`src/rtl/mem_req_queue.sv`:
```
// rtl/mem_req_queue.sv - in-order miss request FIFO feeding a fixed-latency memory model
module mem_req_queue #(
  parameter int TAG_WIDTH   = 8,
  parameter int INDEX_WIDTH = 4,
  parameter int DATA_WIDTH  = 16,
  parameter int NUM_OPS     = 32,
  parameter int QUEUE_DEPTH = 4,
  parameter int MEM_LATENCY = 4,
  parameter int DATA_OFFSET = 'h1000
) (
  input  logic                               clk,
  input  logic                               rst,
  input  logic [TAG_WIDTH+INDEX_WIDTH-1:0]   mm_req,
  input  logic [$clog2(NUM_OPS)-1:0]         mm_req_operation,
  input  logic                               mm_req_valid,
  output logic [DATA_WIDTH-1:0]              mm_ret_data,
  output logic [$clog2(NUM_OPS)-1:0]         mm_ret_operation,
  output logic                               mm_ret_valid,
  output logic                               queue_full,
  output logic [$clog2(QUEUE_DEPTH+1)-1:0]   queue_count,
  output logic                               busy,
  output logic                               overflow
);

  localparam int ADDR_W = TAG_WIDTH + INDEX_WIDTH;
  localparam int OP_W   = $clog2(NUM_OPS);
  localparam int CNT_W  = $clog2(QUEUE_DEPTH + 1);
  localparam int PTR_W  = $clog2(QUEUE_DEPTH);
  localparam int LAT_W  = $clog2(MEM_LATENCY + 1);
  localparam logic [LAT_W-1:0] LAT_LOAD = LAT_W'(MEM_LATENCY - 1);

  typedef enum logic [1:0] {S_IDLE, S_BUSY, S_RESP} state_t;

  state_t            state, state_nxt;
  logic [LAT_W-1:0]  lat_cnt, lat_cnt_nxt;
  logic              pop, push, resp_load;
  logic              fifo_empty, fifo_full;

  logic [ADDR_W-1:0] fifo_addr [QUEUE_DEPTH];
  logic [OP_W-1:0]   fifo_op   [QUEUE_DEPTH];
  logic [PTR_W-1:0]  wr_ptr, rd_ptr;
  logic [CNT_W-1:0]  count;

  logic [ADDR_W-1:0]     svc_addr;
  logic [OP_W-1:0]       svc_op;
  logic [DATA_WIDTH-1:0] svc_addr_ext;

  assign fifo_empty  = (count == '0);
  assign fifo_full   = (count == CNT_W'(QUEUE_DEPTH));
  // A full queue still takes a request when the head leaves in the same cycle.
  assign push        = mm_req_valid && (!fifo_full || pop);

  assign queue_full  = fifo_full;
  assign queue_count = count;
  assign busy        = (state != S_IDLE);

  generate
    if (ADDR_W >= DATA_WIDTH) begin : g_addr_trunc
      assign svc_addr_ext = svc_addr[DATA_WIDTH-1:0];
    end else begin : g_addr_zext
      assign svc_addr_ext = {{(DATA_WIDTH-ADDR_W){1'b0}}, svc_addr};
    end
  endgenerate

  always_ff @(posedge clk or negedge rst) begin
    if (!rst) begin
      state   <= S_IDLE;
      lat_cnt <= '0;
    end else begin
      state   <= state_nxt;
      lat_cnt <= lat_cnt_nxt;
    end
  end

  always_comb begin
    state_nxt   = state;
    lat_cnt_nxt = lat_cnt;
    pop         = 1'b0;
    resp_load   = 1'b0;
    case (state)
      S_IDLE: begin
        if (!fifo_empty) begin
          pop         = 1'b1;
          lat_cnt_nxt = LAT_LOAD;
          state_nxt   = S_BUSY;
        end
      end
      S_BUSY: begin
        if (lat_cnt == '0) begin
          resp_load = 1'b1;
          state_nxt = S_RESP;
        end else begin
          lat_cnt_nxt = lat_cnt - 1'b1;
        end
      end
      S_RESP: begin
        // Chain straight into the next service to avoid an idle bubble.
        if (!fifo_empty) begin
          pop         = 1'b1;
          lat_cnt_nxt = LAT_LOAD;
          state_nxt   = S_BUSY;
        end else begin
          state_nxt = S_IDLE;
        end
      end
      default: state_nxt = S_IDLE;
    endcase
  end

  always_ff @(posedge clk) begin
    if (push) begin
      fifo_addr[wr_ptr] <= mm_req;
      fifo_op[wr_ptr]   <= mm_req_operation;
    end
  end

  always_ff @(posedge clk or negedge rst) begin
    if (!rst) begin
      wr_ptr           <= '0;
      rd_ptr           <= '0;
      count            <= '0;
      svc_addr         <= '0;
      svc_op           <= '0;
      overflow         <= 1'b0;
      mm_ret_valid     <= 1'b0;
      mm_ret_data      <= '0;
      mm_ret_operation <= '0;
    end else begin
      if (push) wr_ptr <= wr_ptr + 1'b1;
      if (pop) begin
        rd_ptr   <= rd_ptr + 1'b1;
        svc_addr <= fifo_addr[rd_ptr];
        svc_op   <= fifo_op[rd_ptr];
      end
      case ({push, pop})
        2'b10:   count <= count + 1'b1;
        2'b01:   count <= count - 1'b1;
        default: count <= count;
      endcase
      if (mm_req_valid && fifo_full && !pop) overflow <= 1'b1;
      // Return registers are loaded on entry to RESP so the pulse lines up with that state.
      mm_ret_valid <= resp_load;
      if (resp_load) begin
        mm_ret_data      <= svc_addr_ext + DATA_WIDTH'(DATA_OFFSET);
        mm_ret_operation <= svc_op;
      end
    end
  end

endmodule

```
`config.mk`:
```
export PLATFORM = sky130hd
export DESIGN_NAME = mem_req_queue
export DESIGN_NICKNAME = d
export VERILOG_FILES = /design/src/rtl/mem_req_queue.sv
export SDC_FILE = /design/constraint.sdc
export NUM_CORES = 1
export LEC_CHECK = 0
export CORE_MARGIN = 3
export CORE_UTILIZATION = 50
export DETAILED_ROUTE_END_ITERATION = 8
export GPL_TIMING_DRIVEN = 0
export PLACE_DENSITY = 0.72
export SLEW_MARGIN = 25
export SYNTH_ARGS = -nofsm -noshare
export SYNTH_HDL_FRONTEND = slang
export SYNTH_SLANG_ARGS = --single-unit
```
`constraint.sdc`:
```
create_clock -name clk -period 4.5 [get_ports clk]
set_input_delay 0.9 -clock clk [delete_from_list [all_inputs] [get_ports clk]]
set_output_delay 0.9 -clock clk [all_outputs]
set_load 0.01 [all_outputs]
```
# Word-level counts from Yosys, hierarchy flattened
# Memories as Yosys holds them, arrays and structs flattened. A register that Yosys moved wholly into a read port is not among the register bits.
# Cells that the tools add are included.
# op_classes
n_eq_ne,9
addsub,6
n_mux,14
reduce_logical,17
# ops
operator,n
"adder 12 x 13 -> 14 bit, second input constant",1
case mux 3 bit (2 select lines),2
"inequality test 2 bit, second input constant",4
2-to-1 mux 1 bit,7
zero test 3 bit,2
2-to-1 mux 3 bit,2
case mux 2 bit (3 select lines),1
nonzero test 2 bit,3
"subtractor 3 x 1 -> 3 bit, second input constant",2
"adder 2 x 1 -> 2 bit, second input constant",2
"== test 2 x 1 -> 1 bit, second input constant",2
"== test 2 bit, second input constant",2
zero test 1 bit,4
2-to-1 mux 2 bit,2
"adder 3 x 1 -> 3 bit, second input constant",1
"== test 3 bit, second input constant",1
logical AND 1 bit,3
AND reduction 3 bit,1
zero test 2 bit,1
AND reduction 2 bit,1
OR reduction 2 bit,1
logical OR 1 bit,1
# totals
memories,2
word_cells,57
ramBits,68
ff_bits,35
out_inout_bits,28
in_bits,20
# memory_table
memory,words,word_bits,read_ports,rd_clocked_by_memory_dff,wr,line_no,text
fifo_addr,4,12,1,1,1,39,logic [ADDR_W-1:0] fifo_addr [QUEUE_DEPTH];
fifo_op,4,5,1,1,1,40,logic [OP_W-1:0] fifo_op [QUEUE_DEPTH];

# Longest topological paths before layout
# logic_depth
depth_word,7
ltp_mapped,8

# Least setup slack after synthesis
# OpenSTA, ideal clock, no wires.
# synth_timing
path_kind,input port to flip-flop
from,in mm_req_valid
to,reg count[2] (netlist: queue_count[2])
t_arrival_ns,2.168
setup_ns,0.135
t_required_ns,4.365
cell_stages,5
setup_slack_ns,2.197
path_buffers,1
path_cell_list,buf_1 -> or3_1 -> fa_1 -> a221oi_1 -> o22ai_1
# synth_between
elab_chain_len,3
elab_cells_between_ends,5
cone_classes,2 x eq/ne; 1 x mux; 2 x reduce/logical
# synth_rtl
element,line_no,text
from (decl),15,"input logic mm_req_valid,"
logical AND 1 bit *,51,assign push = mm_req_valid && (!fifo_full || pop);
== test 2 x 1 -> 1 bit / == test 2 bit (equally long branches),135,"case ({push, pop})"
case mux 3 bit (2 select lines) / nonzero test 2 bit (equally long branches),n/a,
to (signal assigned),136,2'b10: count <= count + 1'b1;
to (signal assigned),137,2'b01: count <= count - 1'b1;
to (signal assigned),138,default: count <= count;
to (decl),42,logic [CNT_W-1:0] count;
# Mark *: on every way between the ends. The rest lies on a longest branch, timed or not.
# A chain may end at the register's enable or synchronous reset.

# Worst setup path after layout
# layout_timing
from,reg state[0]
to,out busy
# layout_between
elab_chain_len,1
# layout_rtl
element,line_no,text
from (decl),34,"state_t state, state_nxt;"
from (signal assigned),70,state <= state_nxt;
nonzero test 2 bit,55,assign busy = (state != S_IDLE);
to (decl),21,"output logic busy,"
# Every way passes these cells.

==> results.md <==
- Remaining global-route overflow: 0
- Vias: 2,442
- CP Cell Sequence: clkbuf_1 > or2_2 > clkdlybuf4s50_1
- Peak VDD IR: 0.0003435 V
- CP required: 3600 ps
- # setup viols final: 0
- Synth Warn #: 0
- Final Skew: 9.365 ps
- Fin Setup TNS: 0 ps
- Mapped Cells: 280
- Dpl cells: 434
- Buf/Inv on CP: 2
- Die Height: 102.5 um
- Routed vias/inst: 5.240
- Clock-pin slew on the worst setup and hold paths: 60 ps
- Arrival time of the worst setup path: 2040 ps
- Netlist Area Pre-Place: 4656 um^2
- Post-synth EDFFs: 68
- Root Driver: clkbuf_8
- Final nets: 372
- Synth cell types: 42
- Post-CTS Setup Bufs: 0
- CP Depth: 3
- Die area: 10,510 um^2
- Inserted Diodes: 0
- CP startpoint kind: flip-flop
- Max clock buf depth: 2
- Reg2Reg Setup Slack: 2290 ps
- Top_reg_cell synth: edfxtp_1
- Max-Cap Viols: 0
- Vias in the first global route: 2,414
- Tmin final: 2942 ps
- HPWL after DPL: 4.901 mm
- Final Power: 4.182 mW
- RePlAce Congestion: 0.7604
- Drt initial violations: 74
- CP top delay family: buffers and inverters
- Setup Crit Path Kind: flip-flop to output port
- Register area share after synthesis: 70.20%
- Ports: 48
- Routed WL: 7.902 mm
- R2r endpoint: fifo_op[0][3]
- Die Wd: 102.5 um
- Slowest stage delay, CP: 520 ps
- First-pass GRT wire length: 12.87 mm
- Largest net degree at the start of global routing: 50
- Avg WL per Cell: 16.96 um
- Initial antenna violation count: 0
- CP max-delay cell: clkdlybuf4s50_1
- Measured slew at the worst slew-check pin: 904.2 ps
- Final std cells w/o fill: 466
- Power Dens Cells: 723.1 nW/um^2
- Htree depth: 4
- CTS sink cnt: 117
- Clock Latency Late Sink: 500 ps
- Static Leak: 2.313 nW
- Tot GR Track Use: 16.68%
- Worst Hold Class: input port to async pin
- Starting Density: 52.36%
- Final Slew Violations: 0
- IO Port Bufs: 44
- CTS tree: yes
- Period utilization: 65.39%
- Final Hold Fails: 0
- R2R cell count: 4
- Achievable Freq: 0.3399 GHz
- CP Capture Type: output port
- Layout cell share with drive strength beyond 1: 20.39%
- DRC: 0
- RSZ-0062 raised after global routing: no
- CORE AREA: 8891 um^2
- Reg2reg start: queue_count[2]
- Number of synthesized register bits: 117
- Hold_buf cts: 0
- Layout area overhead: 24.21%
- CP max FO: 10
- FFs w/ async S/R, synth: 41.88%
- Routed Antenna Nets: 0
- Initial DRT Pass Iterations: 4
- Slew Limit Headroom: 39.72%
- Syn avg cell area: 16.63 um^2
- CTS Buf Count: 17
- Post-cts gate resize count: 0
- Status: complete, no violations
- # rows: 34
## cells in the final DEF (no fill, tap or decap), types with 4 or more instances in the layout
cell type        netlist  routed
and2_1                 4       4
buf_2                  5       5
buf_4                  3       4
clkbuf_1               5       6
clkbuf_16              0      16
clkdlybuf4s50_1        0      43
clkinv_4               0       6
dfrtp_1               49      49
edfxtp_1              68      68
ha_1                   6       6
inv_1                 11      11
mux2_2                11      11
mux2_4                 8       8
mux4_1                 9       9
mux4_2                 8       8
nand2_1               54      54
## kinds of logic (layout without fill, tap and decap cells)
logic type	after synthesis	after routing	share of synthesized area, %
multiplexers	36	36	14.19
XOR/XNOR	5	5	0.9408
AO/OA/AOI/OAI	14	14	2.338
other	1	3	0.08055
buffers and inverters	28	104	3.144
flip-flops	117	117	70.20
adder cells (fa/ha/maj)	7	7	2.042
AND/OR/NAND/NOR	72	72	7.068
## flip-flops by register name, indices dropped and copies added (netlist names), 2 cells and up
signal and cells:
queue_count 3, svc_addr 12, mm_ret_operation 5, fifo_addr 48, wr_ptr 2, mm_ret_data 13
fifo_op 20, state 2, lat_cnt 3, svc_op 5, rd_ptr 2
## cell usage after synthesis (3+ instances only)
master | number | area, um^2
ha_1 | 6 | 75.07
nand2_1 | 54 | 202.7
xor2_1 | 3 | 26.28
edfxtp_1 | 68 | 2042
inv_1 | 11 | 41.29
mux4_1 | 9 | 236.5
dfrtp_1 | 49 | 1226
buf_2 | 5 | 25.02
clkbuf_1 | 5 | 18.77
mux2_4 | 8 | 120.1
and2_1 | 4 | 25.02
mux4_2 | 8 | 180.2
nand3b_1 | 3 | 22.52
buf_4 | 3 | 22.52
mux2_2 | 11 | 123.9
## final cells by class
cell class,instances,area (um^2)
fill,623,3108
clock inverter,14,128.9
timing repair buffer,44,437.9
inverter,12,45.04
clock buffer,18,417.9
multi-input combinational,137,1249
tap,108,135.1
sequential,117,3268
buffer,16,101.3
## how the worst max path moves through the flow
stage            startpoint        endpoint  slack, ps
2_1_floorplan  mm_req_valid  queue_count[2]       2200
3_3_place_gp            rst  mm_ret_data[2]       1160
3_5_place_dp   mm_req_valid   fifo_op[2][0]       1530
4_1_cts            state[0]            busy       1520
5_1_grt            state[0]            busy       1410
6_report           state[0]            busy       1560
## report_power, final
group / leakage, nW / total, mW / internal [mW] / switching (mW)
Sequential: 1.21 / 1.66 / 1.50 / 0.159
Clock: 0.263 / 1.21 / 0.734 / 0.476
Combinational: 0.839 / 1.32 / 0.697 / 0.619
Total: 2.31 / 4.18 / 2.93 / 1.25
## stage by stage
stage                     setup WS [ps]  util (%)  hold slack, ps  instance area, um^2
final                              1558     65.04           407.9                 5783
after global routing               1409     65.04           434.4                 5783
after CTS                          1520     65.04           417.8                 5783
after detailed placement           1528     58.89           454.0                 5236
after global placement             1165     58.92           448.5                 5239
after floorplan                    2197         -           434.8                 4663
## per-layer routing
metal  global-route usage [%]  wire length [um]  vias up
met5                        0                 0        -
met4                    5.146                90        0
met3                    5.413               344       13
met2                    24.18              3648       59
met1                    24.29              3819     1221
li1                         -                 -     1149
Note: power is estimated with default switching activity, not from simulation.
